### src/rtl/note_synth.sv
// ---------------------------------------------------------------------------
// note_synth -- playback end of the guitar note path.
//
// Each accepted note word (re)triggers up to six square-wave voices, one per
// string. On every sample tick the ON voices are summed into a signed PCM
// sample that is presented one clock later with a one-cycle valid strobe.
//
// Ports:
//   clk           system clock
//   resetn        synchronous active-low reset
//   note_in       note word, bit 6*f+s = string s at fret f; bits 31:30 ignored
//   note_valid    one-cycle strobe qualifying note_in
//   enable        play-mode gate; 0 forces every voice OFF
//   sample_out    signed mixed sample, updated on the cycle after a tick
//   sample_valid  one-cycle pulse when sample_out updates
//   voice_active  per-string voice-on flags
//
// Optional build macro:
//   ENVELOPE_EN   voice amplitude steps down to AMP >> q, where q is the number
//                 of completed quarters of the hold time. Undefined: constant AMP.
// ---------------------------------------------------------------------------
module note_synth #(
   parameter int CLK_HZ       = 50000000,
   parameter int SAMPLE_DIV   = 1042,
   parameter int AMP          = 4096,
   parameter int HOLD_SAMPLES = 24000
) (
   input  logic               clk,
   input  logic               resetn,
   input  logic [31:0]        note_in,
   input  logic               note_valid,
   input  logic               enable,
   output logic signed [15:0] sample_out,
   output logic               sample_valid,
   output logic [5:0]         voice_active
);

   localparam int NV     = 6;   // strings
   localparam int NF     = 5;   // frets 0..4
   localparam int PH_W   = 19;  // half-period / phase counter width
   localparam int DIV_W  = (SAMPLE_DIV > 1) ? $clog2(SAMPLE_DIV) : 1;
   localparam int HOLD_W = $clog2(HOLD_SAMPLES + 1);

   // Half-period table, entry (s*NF + f): clk cycles per half wave of the
   // note n = open-string offset + fret, relative to low E (82.4069 Hz).
   function automatic logic [NV*NF*PH_W-1:0] build_rom();
      logic [NV*NF*PH_W-1:0] rom;
      int                    base;
      real                   freq;
      rom = '0;
      for (int s = 0; s < NV; s++) begin
         case (s)
            0:       base = 0;
            1:       base = 5;
            2:       base = 10;
            3:       base = 15;
            4:       base = 19;
            default: base = 24;
         endcase
         for (int f = 0; f < NF; f++) begin
            freq = 82.4069 * (2.0 ** (real'(base + f) / 12.0));
            rom[(s*NF + f)*PH_W +: PH_W] =
               PH_W'($rtoi(real'(CLK_HZ) / (2.0 * freq) + 0.5));
         end
      end
      return rom;
   endfunction

   localparam logic [NV*NF*PH_W-1:0] HP_ROM = build_rom();

   typedef enum logic {V_OFF = 1'b0, V_ON = 1'b1} voice_state_t;

   // ---------------------------------------------------------------- divider
   logic [DIV_W-1:0] div_q;
   logic             tick;

   assign tick = (div_q == DIV_W'(SAMPLE_DIV - 1));

   // NOTE: clocked state is always assigned with <= so every register samples
   // the pre-edge values of its neighbours, independent of statement order.
   always_ff @(posedge clk) begin
      if (!resetn)   div_q <= '0;
      else if (tick) div_q <= '0;
      else           div_q <= div_q + DIV_W'(1);
   end

   // ----------------------------------------------------------- note decode
   // Highest set fret wins: ascending scan lets later (higher) frets overwrite.
   logic [NV-1:0] hit;
   logic [2:0]    fret [NV];
   logic          unused_bits;

   assign unused_bits = ^note_in[31:30];

   // NOTE: every output of a combinational block gets a default before any
   // condition, otherwise untaken paths would infer latches.
   always_comb begin
      for (int s = 0; s < NV; s++) begin
         hit[s]  = 1'b0;
         fret[s] = '0;
         for (int f = 0; f < NF; f++) begin
            if (note_in[6*f + s]) begin
               hit[s]  = 1'b1;
               fret[s] = 3'(f);
            end
         end
      end
   end

   // ---------------------------------------------------------------- voices
   voice_state_t      state_q [NV], state_d [NV];
   logic [PH_W-1:0]   phase_q [NV], phase_d [NV];
   logic [PH_W-1:0]   half_q  [NV], half_d  [NV];
   logic [HOLD_W-1:0] hold_q  [NV], hold_d  [NV];
   logic [NV-1:0]     pol_q, pol_d;

   always_ff @(posedge clk) begin
      if (!resetn) begin
         // NOTE: these per-voice arrays are a handful of flops, not a RAM, so
         // they take the reset like any other register.
         for (int s = 0; s < NV; s++) begin
            state_q[s] <= V_OFF;
            phase_q[s] <= '0;
            half_q[s]  <= '0;
            hold_q[s]  <= '0;
         end
         pol_q <= '0;
      end else begin
         for (int s = 0; s < NV; s++) begin
            state_q[s] <= state_d[s];
            phase_q[s] <= phase_d[s];
            half_q[s]  <= half_d[s];
            hold_q[s]  <= hold_d[s];
         end
         pol_q <= pol_d;
      end
   end

   always_comb begin
      pol_d = pol_q;
      for (int s = 0; s < NV; s++) begin
         state_d[s] = state_q[s];
         phase_d[s] = phase_q[s];
         half_d[s]  = half_q[s];
         hold_d[s]  = hold_q[s];
         if (!enable) begin
            state_d[s] = V_OFF;
         end else if (note_valid && hit[s]) begin
            // Retrigger has priority over an expiry tick in the same cycle.
            state_d[s] = V_ON;
            phase_d[s] = '0;
            pol_d[s]   = 1'b1;
            hold_d[s]  = HOLD_W'(HOLD_SAMPLES);
            half_d[s]  = HP_ROM[(s*NF + int'(fret[s]))*PH_W +: PH_W];
         end else if (state_q[s] == V_ON) begin
            if (phase_q[s] == half_q[s] - PH_W'(1)) begin
               phase_d[s] = '0;
               pol_d[s]   = ~pol_q[s];
            end else begin
               phase_d[s] = phase_q[s] + PH_W'(1);
            end
            if (tick) begin
               hold_d[s] = hold_q[s] - HOLD_W'(1);
               if (hold_q[s] == HOLD_W'(1)) state_d[s] = V_OFF;
            end
         end
      end
   end

   // ------------------------------------------------------------------ mixer
`ifdef ENVELOPE_EN
   // Elapsed ticks are HOLD_SAMPLES - hold; compare 4*elapsed against whole
   // multiples of HOLD_SAMPLES so odd hold lengths need no divider.
   function automatic int voice_amp(input logic [HOLD_W-1:0] hold);
      int elapsed4;
      elapsed4 = 4 * (HOLD_SAMPLES - int'(hold));
      if (elapsed4 >= 3*HOLD_SAMPLES)      return AMP >> 3;
      else if (elapsed4 >= 2*HOLD_SAMPLES) return AMP >> 2;
      else if (elapsed4 >= HOLD_SAMPLES)   return AMP >> 1;
      else                                 return AMP;
   endfunction
`endif

   int                 mix_sum;
   logic signed [15:0] mix_sat;

   always_comb begin
      int amp;
      mix_sum = 0;
      for (int s = 0; s < NV; s++) begin
`ifdef ENVELOPE_EN
         amp = voice_amp(hold_q[s]);
`else
         amp = AMP;
`endif
         if (state_q[s] == V_ON) mix_sum += pol_q[s] ? amp : -amp;
      end
   end

   always_comb begin
      if (mix_sum > 32767)       mix_sat = 16'sd32767;
      else if (mix_sum < -32767) mix_sat = -16'sd32767;
      else                       mix_sat = 16'(mix_sum);
   end

   // Mix is taken from the voice state seen at the tick, registered one clk
   // later. voice_active follows the voice state register exactly.
   always_ff @(posedge clk) begin
      if (!resetn) begin
         sample_out   <= '0;
         sample_valid <= 1'b0;
         voice_active <= '0;
      end else begin
         sample_valid <= tick;
         if (tick) sample_out <= mix_sat;
         for (int s = 0; s < NV; s++) voice_active[s] <= (state_d[s] == V_ON);
      end
   end

endmodule

### config.mk
export PLATFORM = sky130hd
export DESIGN_NAME = note_synth
export DESIGN_NICKNAME = d
export VERILOG_FILES = /design/src/rtl/note_synth.sv
export SDC_FILE = /design/constraint.sdc
export NUM_CORES = 1
export LEC_CHECK = 0
export ABC_AREA = 1
export ABC_CLOCK_PERIOD_IN_PS = 8000
export CAP_MARGIN = 20
export CORE_ASPECT_RATIO = 1.25
export CORE_MARGIN = 2
export CORE_UTILIZATION = 30
export DETAILED_ROUTE_END_ITERATION = 6
export GPL_TIMING_DRIVEN = 1
export SLEW_MARGIN = 20
export SYNTH_ARGS = -nofsm -noshare
export SYNTH_HDL_FRONTEND = slang
export SYNTH_SLANG_ARGS = --single-unit
### constraint.sdc
create_clock -name clk -period 8 [get_ports clk]
set_clock_uncertainty 0.05 [all_clocks]
set_input_delay 1.2 -clock clk [delete_from_list [all_inputs] [get_ports clk]]
set_output_delay 1.2 -clock clk [all_outputs]
set_load 0.005 [all_outputs]
==> metrics.md, run 1 <==
| Metric | Value |
|---|---|
| Placer's final routability congestion estimate | `about 0.85` |
| Final Net Count | `approximately 3700` |
| Gr usage total | `between 10 and 15%` |
| Number of core rows | `roughly 110` |
| Detailed Routing Iterations Pass 1 | `7` |
| Wire length of the first global-routing pass | `about 99000 um` |
| Mean area per synthesized cell | `between 6 and 7 um^2` |
| Final period util | `93.1%` |
| Class of the tightest hold or removal check | `reg -> reg` |
| TritonCTS buffer count | `36` |
| CP peak stage delay | `390 ps` |
| RR Endpoint | `sample_out[14]$_SDFFE_PN0P_` |
| R2r startpoint | `pol_q[0]$_SDFFE_PN0P_` |
| Endpoints failing setup | `0` |
| Dominant register cell in the synthesized netlist | `dfxtp_1` |
| Avg WL per Cell | `approximately 13 um` |
| Number of antenna diodes | `0` |
| Horizontal die dimension | `252 um` |
| Sum of routed wire length over all layers | `about 60000 um` |
| Required arrival time at the worst endpoint | `8400 ps` |
| Top cell type's share of synthesized area | `around 29%` |
| Min cycle time layout | `~7400 ps` |
| Seq. cell area | `6590 um^2` |
| Result of the run | `finished, final reports clean` |
| Die Y | `roughly 310 um` |
| Number of cells traversed by the worst register-to-register path | `a little under 50` |
| R2r setup slk | `around 550 ps` |
| Number of global-route vias before repair | `~20000` |
| Register clock-pin slew on the reported worst setup and hold paths | `about 60 ps` |
| Category of the critical setup timing path | `reg -> reg` |
| IO Port Bufs | `56` |
| Core Box Area | `approximately 76000 um^2` |
| Area of the mapped netlist | `around 23000 um^2` |
| Top cells by area in the synthesized netlist | `dfxtp_1 29%, nand2_1 12%, nor2_1 7.2%, inv_1 7.2%, xor2_1 6.6%` |
| Max cap viols | `0` |
| CP Data Arrival Time | `between 7000 and 8000 ps` |
| Total number of H-tree levels | `2` |
| Most common cell after layout, fill and taps aside | `nand2_1` |
| Cells after Synth | `approximately 3500` |
| Final number of max-transition violations | `0` |
| Ys Warns | `0` |
| Effective utilization at floorplan | `between 30% and 40%` |
| Synthesis-to-layout area growth | `14.9%` |
| Antenna-violating nets left | `0` |
| PwrDens | `200 nW/um^2` |
| Post-synthesis register bit count | `329` |
| Hold buffer count at cts | `0` |
| Library cells used by synthesis | `66` |
| Area of combinational cells with multiple inputs | `~15000 um^2` |
| Sequential element share of the synthesized area | `between 20% and 30%` |
| Terminating pin of the worst hold path | `sample_out[14]$_SDFFE_PN0P_` |
| Worst Max-Slew Pin Slew | `around 1200 ps` |
| Remaining Overflow, GRT | `0` |
| Number of antenna violations at the first check in global routing | `0` |
| Worst relative slew slack | `19.9%` |
| Leakage power summed over all cells | `between 10 and 15 nW` |
| Buffer cell driving the clock tree root | `clkbuf_16` |
| Aggregate negative setup slack | `0 ps` |
| Final HPWL DP | `~45000 um` |
| Residual DRC count | `0` |
| Library cell appearing most often on the critical path | `nand2_1` |
| Cells on Worst Hold Path | `2` |
| Sort of element at the start of the critical path | `flip-flop` |
| Clock Path Buffers | `3` |
| Share of synthesized registers carrying an async set or reset | `0%` |
| Number of synthesized flops with an enable pin | `0` |
| Worst hold margin | `~400 ps` |
| CTS tree | `yes` |
| Cell count after placement | `about 4500` |
| Boundary Pins | `59` |
| Pin count of the biggest net entering global routing | `81` |
| Detailed-route via count | `roughly 22000` |
| Highest Clock Rate | `about 130 MHz` |
| Slowest stage cell, crit path | `fa_1` |
| Worst Setup SP | `pol_q[0]$_SDFFE_PN0P_` |
| DR vias/cell | `a little under 5` |
| Cell type with the largest total area after synthesis | `dfxtp_1` |
| FILL cells | `roughly 8000` |
| Fraction of final layout cells with drive strength greater than 1 | `8.21%` |
| Post-Layout Cell Count | `4571` |
| DRC marker count from the first detailed-route iteration | `about 1100` |
| TritonCTS sink count | `between 300 and 400` |
| Floorplan die area | `between 70000 and 80000 um^2` |
| Peak fanout along the critical path | `5` |
| Number of hold-slack violations in the final timing report | `0` |
| Worst-Skew Late Latency | `between 500 and 600 ps` |
| Launch instance of the worst min-delay path | `sample_out[14]$_SDFFE_PN0P_` |
| Most frequent cells in the layout | `701 x nand2_1, 437 x inv_1, 437 x nor2_1` |
| Worst-case vdd ir drop | `~0.17 mV` |
| Number of nets in the synthesized netlist | `~3700` |
| Setup crit end kind | `flip-flop` |
metrics by stage:
| step | power, mW | cell area, um^2 | setup slack, ps | utilization, % |
|---|---|---|---|---|
| 2_1_floorplan | 3.08 | 23000 | 759 | - |
| 3_3_place_gp | 3.47 | 24800 | 60.0 | 32.6 |
| 3_5_place_dp | 3.48 | 24800 | 8.19 | 32.6 |
| 4_1_cts | 5.23 | 26000 | 31.4 | 34.2 |
| 5_1_grt | 5.65 | 26400 | -82.7 | 34.8 |
| 6_report | 5.29 | 26400 | 551 | 34.8 |
state kept, by name, summed over array words and instances, names as in the netlist:
signal / flops
sample_valid: 1
pol_q: 6
phase_q: 114
hold_q: 90
voice_active: 6
half_q: 89
div_q: 11
sample_out: 6
state_q: 6
layer usage:
metal  global-route usage (%)  vias to the layer above  share of wire [%]
li1                         -                    11600                  -
met4                     4.65                        0                2.8
met2                     27.0                      275                 49
met1                     18.2                    10000                 45
met5                        0                        -                  0
met3                     1.66                       93                2.8
worst max path at each step:
stage / to / slack, ps / depth (start not counted)
after CTS: sample_out[14]$_SDFFE_PN0P_ / 30 / 55
final: sample_out[14]$_SDFFE_PN0P_ / 550 / 49
after detailed placement: sample_out[0]$_SDFFE_PN0P_ / 8 / 56
after global placement: sample_out[12]$_SDFFE_PN0P_ / 60 / 55
after global routing: sample_out[14]$_SDFFE_PN0P_ / -80 / 55
after floorplan: sample_out[12]$_SDFFE_PN0P_ / 760 / 53
cell type report:
class	count	share of cell area, %
inverters	466	6.67
well taps	977	4.62
multi-input cells	2630	55.7
clock inverters	14	0.644
flip-flops and latches	329	24.9
repair buffers	107	3.56
clock buffers	48	3.88
Yosys cell counts, types with 8 or more instances:
cell type	n
nand4_1	73
fa_1	9
o22ai_1	16
xor2_1	173
o31ai_1	8
nor4_1	32
dfxtp_1	329
buf_4	14
a31oi_1	37
o21ai_1	10
inv_1	441
nand3_1	277
ha_1	102
a211oi_1	18
nor2_1	444
nor2_2	12
nand2_1	714
o21ai_0	141
inv_2	17
nor3_1	99
a21oi_1	232
clkbuf_1	53
xnor2_1	59
nand3b_1	17
and2_1	11
a311oi_1	8
or2_2	26
nand2_2	14
critical path: cells and delay by family (launching register included):
kind                     cells  cell delay, ps
buffers and inverters        8             620
AO/OA/AOI/OAI                4             710
AND/OR/NAND/NOR             30            3410
flip-flops                   1             330
adder cells (fa/ha/maj)      7            2210
logic make-up after synthesis:
family / synth area share [%]
compound gates: 12.8
xor+xnor: 8.83
fa+ha+maj: 6.33
buf+inv: 9.30
flops: 28.6
simple gates: 34.1
power breakdown:
part	switching, mW	leakage (nW)	internal, mW
sequential	0.0731	2.69	1.71
clock	0.721	0.592	1.00
combinational	1.10	7.86	0.679
timing repair:
item,in CTS,in global routing
buffers inserted,0,6
pin swaps,0,27
resized for setup,1,97
gates cloned,0,0
setup endpoints to repair,5,6
Power figures use the tool's default switching activity.
==> run 2, diff against run 1 <==
ABC_CLOCK_PERIOD_IN_PS = unset   (was 8000)
clock period = 8.1 ns   (was 8 ns; I/O delays follow)
==> run 2 against run 1 <==
Compared with the run above: via count is 0.23% lower; sequential power about the same; hold slack gained 3.3 ps; utilization down 0.26 points; clock-buffer cell count rose by 2; sequential share of layout area increased by 0.18 points; final cell count is 0.28% lower; first-iteration DRC count shrank 12%; flip-flop and latch count stayed put; non-clock buffer count shrank 16; largest cell class unchanged; largest power group unchanged.
==> metrics.md, run 2 (synthesis results as in run 1) <==
| Metric | Value |
|---|---|
| Category of the critical setup timing path | `reg -> reg` |
| Final HPWL DP | `45300 um (+0.39%)` |
| Horizontal die dimension | `252 um (unchanged)` |
| TritonCTS buffer count | `37 (+2.8%)` |
| Result of the run | `finished, final reports clean` |
| Final period util | `93.0% (-0.13 points)` |
| Most common cell after layout, fill and taps aside | `nand2_1` |
| Effective utilization at floorplan | `30.3% (unchanged)` |
| Clock Path Buffers | `3 (unchanged)` |
| Final Net Count | `3702 (-0.40%)` |
| Worst hold margin | `407 ps (+3.32 ps)` |
| Die Y | `314 um (unchanged)` |
| Placer's final routability congestion estimate | `0.856 (+0.50%)` |
| CP peak stage delay | `410 ps (+20 ps)` |
| Min cycle time layout | `7530 ps (+82.2 ps)` |
| DRC marker count from the first detailed-route iteration | `1001 (-12%)` |
| Cell family with most CP delay | `simple AND/OR/NAND/NOR gates` |
| Proportion of power drawn by combinational gates | `33.0% (-0.6 points)` |
| Detailed-route via count | `22000 (-0.23%)` |
| Most frequent cells in the layout | `706 x nand2_1, 441 x inv_1, 437 x nor2_1` |
| Hold buffer count at cts | `0 (unchanged)` |
| Peak fanout along the critical path | `5 (unchanged)` |
| Worst relative slew slack | `33.5% (+14 points)` |
| Sum of routed wire length over all layers | `59400 um (-0.44%)` |
| Highest Clock Rate | `133 MHz (-1.1%)` |
| Cell count after placement | `4489 (-0.31%)` |
| Flop pwr share | `34.1% (+0.3 points)` |
| Worst path setup slack after routing | `569 ps (+17.8 ps)` |
| Register clock-pin slew on the reported worst setup and hold paths | `60 ps (about the same)` |
| Fraction of final layout cells with drive strength greater than 1 | `7.43% (-0.78 points)` |
| Sort of element at the start of the critical path | `flip-flop` |
| Antenna-violating nets left | `0 (unchanged)` |
| TritonCTS sink count | `329 (unchanged)` |
| Registers with the most flip-flops | `phase_q x114, hold_q x90, half_q x89` |
| Worst Max-Slew Pin Slew | `997 ps (-204 ps)` |
| Class of the tightest hold or removal check | `reg -> reg` |
| Floorplan die area | `78900 um^2 (unchanged)` |
| Most flops, register | `phase_q` |
| Remaining Overflow, GRT | `0 (unchanged)` |
| Worst slack, placed | `199 ps (+191 ps)` |
| Worst-case vdd ir drop | `0.235 mV (+37%)` |
| IO Port Bufs | `56 (unchanged)` |
| Wire length of the first global-routing pass | `98900 um (+0.41%)` |
| Final number of max-transition violations | `0 (unchanged)` |
| Avg WL per Cell | `13.0 um (-0.15%)` |
| Max cap viols | `0 (unchanged)` |
| Number of core rows | `113 (unchanged)` |
| Synthesis-to-layout area growth | `14.0%` |
| Number of global-route vias before repair | `20900 (+2.2%)` |
| Post-Layout Cell Count | `4558 (-0.28%)` |
| Library cell appearing most often on the critical path | `nand2_1` |
| Total number of H-tree levels | `2 (unchanged)` |
| Boundary Pins | `59 (unchanged)` |
| Pin count of the biggest net entering global routing | `58 (-28%)` |
| Part of the power in the clock network | `32.9% (+0.3 points)` |
| PwrDens | `197 nW/um^2 (-1.5%)` |
| Buffering stage count on the worst path with inverters included | `11 (+3)` |
| Net switching power | `1.86 mW (-1.6%)` |
| Slowest stage cell, crit path | `fa_1` |
| Switching share of power | `36.0% (+0.20 points)` |
| Gr usage total | `14.9% (+0.027 points)` |
| Number of hold-slack violations in the final timing report | `0 (unchanged)` |
| Setup crit end kind | `flip-flop` |
| DR vias/cell | `4.82 (about the same)` |
| Endpoints failing setup | `0 (unchanged)` |
| Buffer cell driving the clock tree root | `clkbuf_16` |
| CP Data Arrival Time | `7940 ps (+90 ps)` |
| FILL cells | `8143 (+0.49%)` |
| Number of antenna violations at the first check in global routing | `1 (+1)` |
| Overall power after layout | `5.17 mW (-2.2%)` |
| Required arrival time at the worst endpoint | `8510 ps (+110 ps)` |
| Max FFs per register | `114 (unchanged)` |
| Leakage power summed over all cells | `11.1 nW (-0.54%)` |
| Core Box Area | `75900 um^2 (unchanged)` |
| Internal power consumption | `3.31 mW (-2.5%)` |
| Worst-Skew Late Latency | `580 ps (+20 ps)` |
| Residual DRC count | `0 (unchanged)` |
| CTS tree | `yes` |
| Detailed Routing Iterations Pass 1 | `5 (-2)` |
run 2: cell count changes in the layout (fill, tap and decap cells not counted), moves of 4 or more:
cell	change
nand2_1	+5
buf_4	-17
a21oi_1	+4
nand2_2	-5
ha_4	-4
inv_1	+4
run 2: through the flow:
step | setup TNS [ps] | util [%] | cell area (um^2)
2_1_floorplan | 0 | - | 23000
3_3_place_gp | 0 | 32.5 | 24600
3_5_place_dp | 0 | 32.5 | 24600
4_1_cts | 0 | 34.1 | 25900
5_1_grt | -0.398 | 34.6 | 26200
6_report | 0 | 34.6 | 26200
run 2: tightest hold or removal path: stages (launching register included):
cell	delay, ps
dfxtp_1	310
nand2_1	60
nand2_1	40
run 2: repair_timing:
| item | CTS | global route |
|---|---|---|
| resized for setup | 0 | 79 |
| setup buffers | 0 | 4 |
| endpoints found under the setup margin | 0 | 6 |
run 2: final cells by class:
class                      count  area [um^2]  area share (%)
inverter                     466         1760            6.71
clock inverter                14          131           0.501
multi-input combinational   2630        14600            55.7
tap                          977         1220            4.66
antenna                        1         2.50         0.00954
sequential                   329         6590            25.1
timing repair buffer          91          825            3.14
clock buffer                  50         1080            4.13
run 2: worst paths after layout:
kind | start | to | slack, ps | cells after the start
max reg2reg | pol_q[0]$_SDFFE_PN0P_ | sample_out[14]$_SDFFE_PN0P_ | 570 | 51
min reg2reg | sample_out[14]$_SDFFE_PN0P_ | sample_out[14]$_SDFFE_PN0P_ | 410 | 2
min | sample_out[14]$_SDFFE_PN0P_ | sample_out[14]$_SDFFE_PN0P_ | 410 | 2
max | pol_q[0]$_SDFFE_PN0P_ | sample_out[14]$_SDFFE_PN0P_ | 570 | 51
run 2: per-layer routing:
metal / track usage [%] / part of all wire, % / vias to the layer above / routed length, um
met5: 0 / 0 / - / 0
met4: 5.30 / 2.9 / 0 / 1730
met3: 1.75 / 2.9 / 97 / 1710
met2: 27.3 / 49 / 279 / 29300
met1: 17.7 / 45 / 10000 / 26600
li1: - / - / 11600 / -
run 2: power by group through the flow:
stage               combinational, mW  clock (mW)  sequential, mW
CTS                              1.62        1.75            1.76
detailed placement               1.61           0            1.80
finish                           1.71        1.70            1.77
floorplan                        1.26           0            1.78
global placement                 1.60           0            1.80
global route                     1.95        1.81            1.78
==> run 3, diff against run 2 <==
DONT_BUFFER_PORTS = 1   (was unset)
clock period = 8.5 ns   (was 8.1 ns; I/O delays follow)
==> run 3 against run 2 <==
Compared with the run above: die area did not move; clock-buffer cell count rose by 4; critical path depth rose by 2; combinational power fell by 11%; utilization fell by 1.2 points; critical path type unchanged; flip-flop and latch count did not move.
==> metrics.md, run 3 (synthesis results as in run 1) <==
| Metric | Value |
|---|---|
| TritonCTS buffer count | `36 (-2.7%)` |
| Number of core rows | `113 (unchanged)` |
| Slowest stage cell, crit path | `fa_1` |
| Wire length of the first global-routing pass | `98600 um (-0.30%)` |
| Register clock-pin slew on the reported worst setup and hold paths | `60 ps (about the same)` |
| Most frequent cells in the layout | `713 x nand2_1, 441 x inv_1, 440 x nor2_1` |
| Highest Clock Rate | `128 MHz (-3.8%)` |
| Post-Layout Cell Count | `4477 (-1.8%)` |
| Max cap viols | `0 (unchanged)` |
| Final HPWL DP | `44700 um (-1.4%)` |
| Total number of H-tree levels | `2 (unchanged)` |
| Pin count of the biggest net entering global routing | `84 (+45%)` |
| Residual DRC count | `0 (unchanged)` |
| Hold buffer count at cts | `0 (unchanged)` |
| Overall power after layout | `4.88 mW (-5.6%)` |
| Detailed Routing Iterations Pass 1 | `5 (unchanged)` |
| Number of antenna violations at the first check in global routing | `0 (-1)` |
| Result of the run | `finished, final reports clean` |
| Worst slack, placed | `288 ps (+88.4 ps)` |
| DRC marker count from the first detailed-route iteration | `1208 (+21%)` |
| Peak fanout along the critical path | `9 (+4)` |
| Buffer cell driving the clock tree root | `clkbuf_16` |
| Placer's final routability congestion estimate | `0.828 (-3.3%)` |
| Library cell appearing most often on the critical path | `nand2_1` |
| Category of the critical setup timing path | `reg -> reg` |
| Registers with the most flip-flops | `phase_q x114, hold_q x90, half_q x89` |
| Detailed-route via count | `21600 (-1.6%)` |
| Die Y | `314 um (unchanged)` |
| Number of global-route vias before repair | `20800 (-0.78%)` |
| Min cycle time layout | `7830 ps (+300 ps)` |
| CP peak stage delay | `410 ps (about the same)` |
| CTS tree | `yes` |
| Worst relative slew slack | `38.6% (+5.1 points)` |
| Number of hold-slack violations in the final timing report | `0 (unchanged)` |
| Effective utilization at floorplan | `30.3% (unchanged)` |
| Setup crit end kind | `flip-flop` |
| Class of the tightest hold or removal check | `reg -> reg` |
| Core Box Area | `75900 um^2 (unchanged)` |
| Sort of element at the start of the critical path | `flip-flop` |
| CP Data Arrival Time | `8270 ps (+330 ps)` |
| Fraction of final layout cells with drive strength greater than 1 | `5.69% (-1.7 points)` |
| Aggregate negative setup slack | `0 ps (unchanged)` |
| PwrDens | `193 nW/um^2 (-2.3%)` |
| Antenna-violating nets left | `0 (unchanged)` |
| Floorplan die area | `78900 um^2 (unchanged)` |
| Most flops, register | `phase_q` |
| Avg WL per Cell | `13.1 um (+0.90%)` |
| Endpoints failing setup | `0 (unchanged)` |
| Final Net Count | `3622 (-2.2%)` |
| Horizontal die dimension | `252 um (unchanged)` |
| Leakage power summed over all cells | `10.7 nW (-3.0%)` |
| Most common cell after layout, fill and taps aside | `nand2_1` |
| Number of antenna diodes | `0 (-1)` |
| Gr usage total | `14.8% (-0.070 points)` |
| TritonCTS sink count | `329 (unchanged)` |
| Worst-case vdd ir drop | `0.158 mV (-33%)` |
| Worst path setup slack after routing | `669 ps (+100 ps)` |
| DR vias/cell | `4.83 (+0.18%)` |
| Cell count after placement | `4413 (-1.7%)` |
| Sum of routed wire length over all layers | `58900 um (-0.89%)` |
| Final number of max-transition violations | `0 (unchanged)` |
| Worst-Skew Late Latency | `560 ps (-20 ps)` |
| IO Port Bufs | `0 (-100%)` |
| Boundary Pins | `59 (unchanged)` |
| FILL cells | `8194 (+0.63%)` |
| Final core utilization | `33.4% (-1.2 points)` |
| Worst Max-Slew Pin Slew | `920 ps (-77.1 ps)` |
| Final period util | `92.1% (-0.85 points)` |
| Synthesis-to-layout area growth | `10.1%` |
| Clock Path Buffers | `3 (unchanged)` |
| Remaining Overflow, GRT | `0 (unchanged)` |
| Max FFs per register | `114 (unchanged)` |
| Required arrival time at the worst endpoint | `8940 ps (+430 ps)` |
[run 3: worst max-delay path: cells and delay by family, from the launching register on]
family / cells / cell delay (ps)
buffers and inverters: 8 / 630
AOI/OAI and AO/OA: 1 / 170
DFF: 1 / 350
adders and majority gates: 7 / 2420
and+or+nand+nor: 37 / 4160
[run 3: cell type report]
cell class	instances	area [um^2]	area share [%]
multi-input cells	2630	14400	56.9
flip-flops and latches	329	6590	26.0
clock buffers	54	1110	4.38
well taps	977	1220	4.82
inverters	466	1760	6.95
repair buffers	12	90.1	0.356
clock inverters	9	143	0.563
[run 3: what timing repair did]
item / in CTS / in global routing
buffers inserted: 0 / 1
setup endpoints to repair: 0 / 6
endpoints found under the hold margin: 0 / 0
resized for setup: 0 / 34
[run 3: stage by stage]
step	hold slack (ps)	instance area (um^2)
floorplan	383	23000
global placement	401	23900
detailed placement	410	23900
CTS	418	25200
global route	424	25300
finish	416	25300
[run 3: final timing paths]
path / start / to / slack [ps] / cells after the start
max reg2reg: pol_q[0]$_SDFFE_PN0P_ / sample_out[14]$_SDFFE_PN0P_ / 670 / 53
min: hold_q[5][9]$_SDFFE_PN0P_ / hold_q[5][9]$_SDFFE_PN0P_ / 420 / 2
min reg2reg: hold_q[5][9]$_SDFFE_PN0P_ / hold_q[5][9]$_SDFFE_PN0P_ / 420 / 2
max: pol_q[0]$_SDFFE_PN0P_ / sample_out[14]$_SDFFE_PN0P_ / 670 / 53
[run 3: routing by layer]
metal / track usage (%) / share of wire, % / vias up
li1: - / - / 11400
met1: 17.4 / 45 / 9785
met2: 27.4 / 49 / 294
met3: 1.84 / 3.2 / 104
met4: 5.05 / 3.0 / 0
met5: 0 / 0 / -
[run 3: power by group]
part	internal (mW)	total, mW	switching [mW]
clock network	0.997	1.68	0.682
registers	1.61	1.68	0.0708
logic	0.547	1.52	0.971
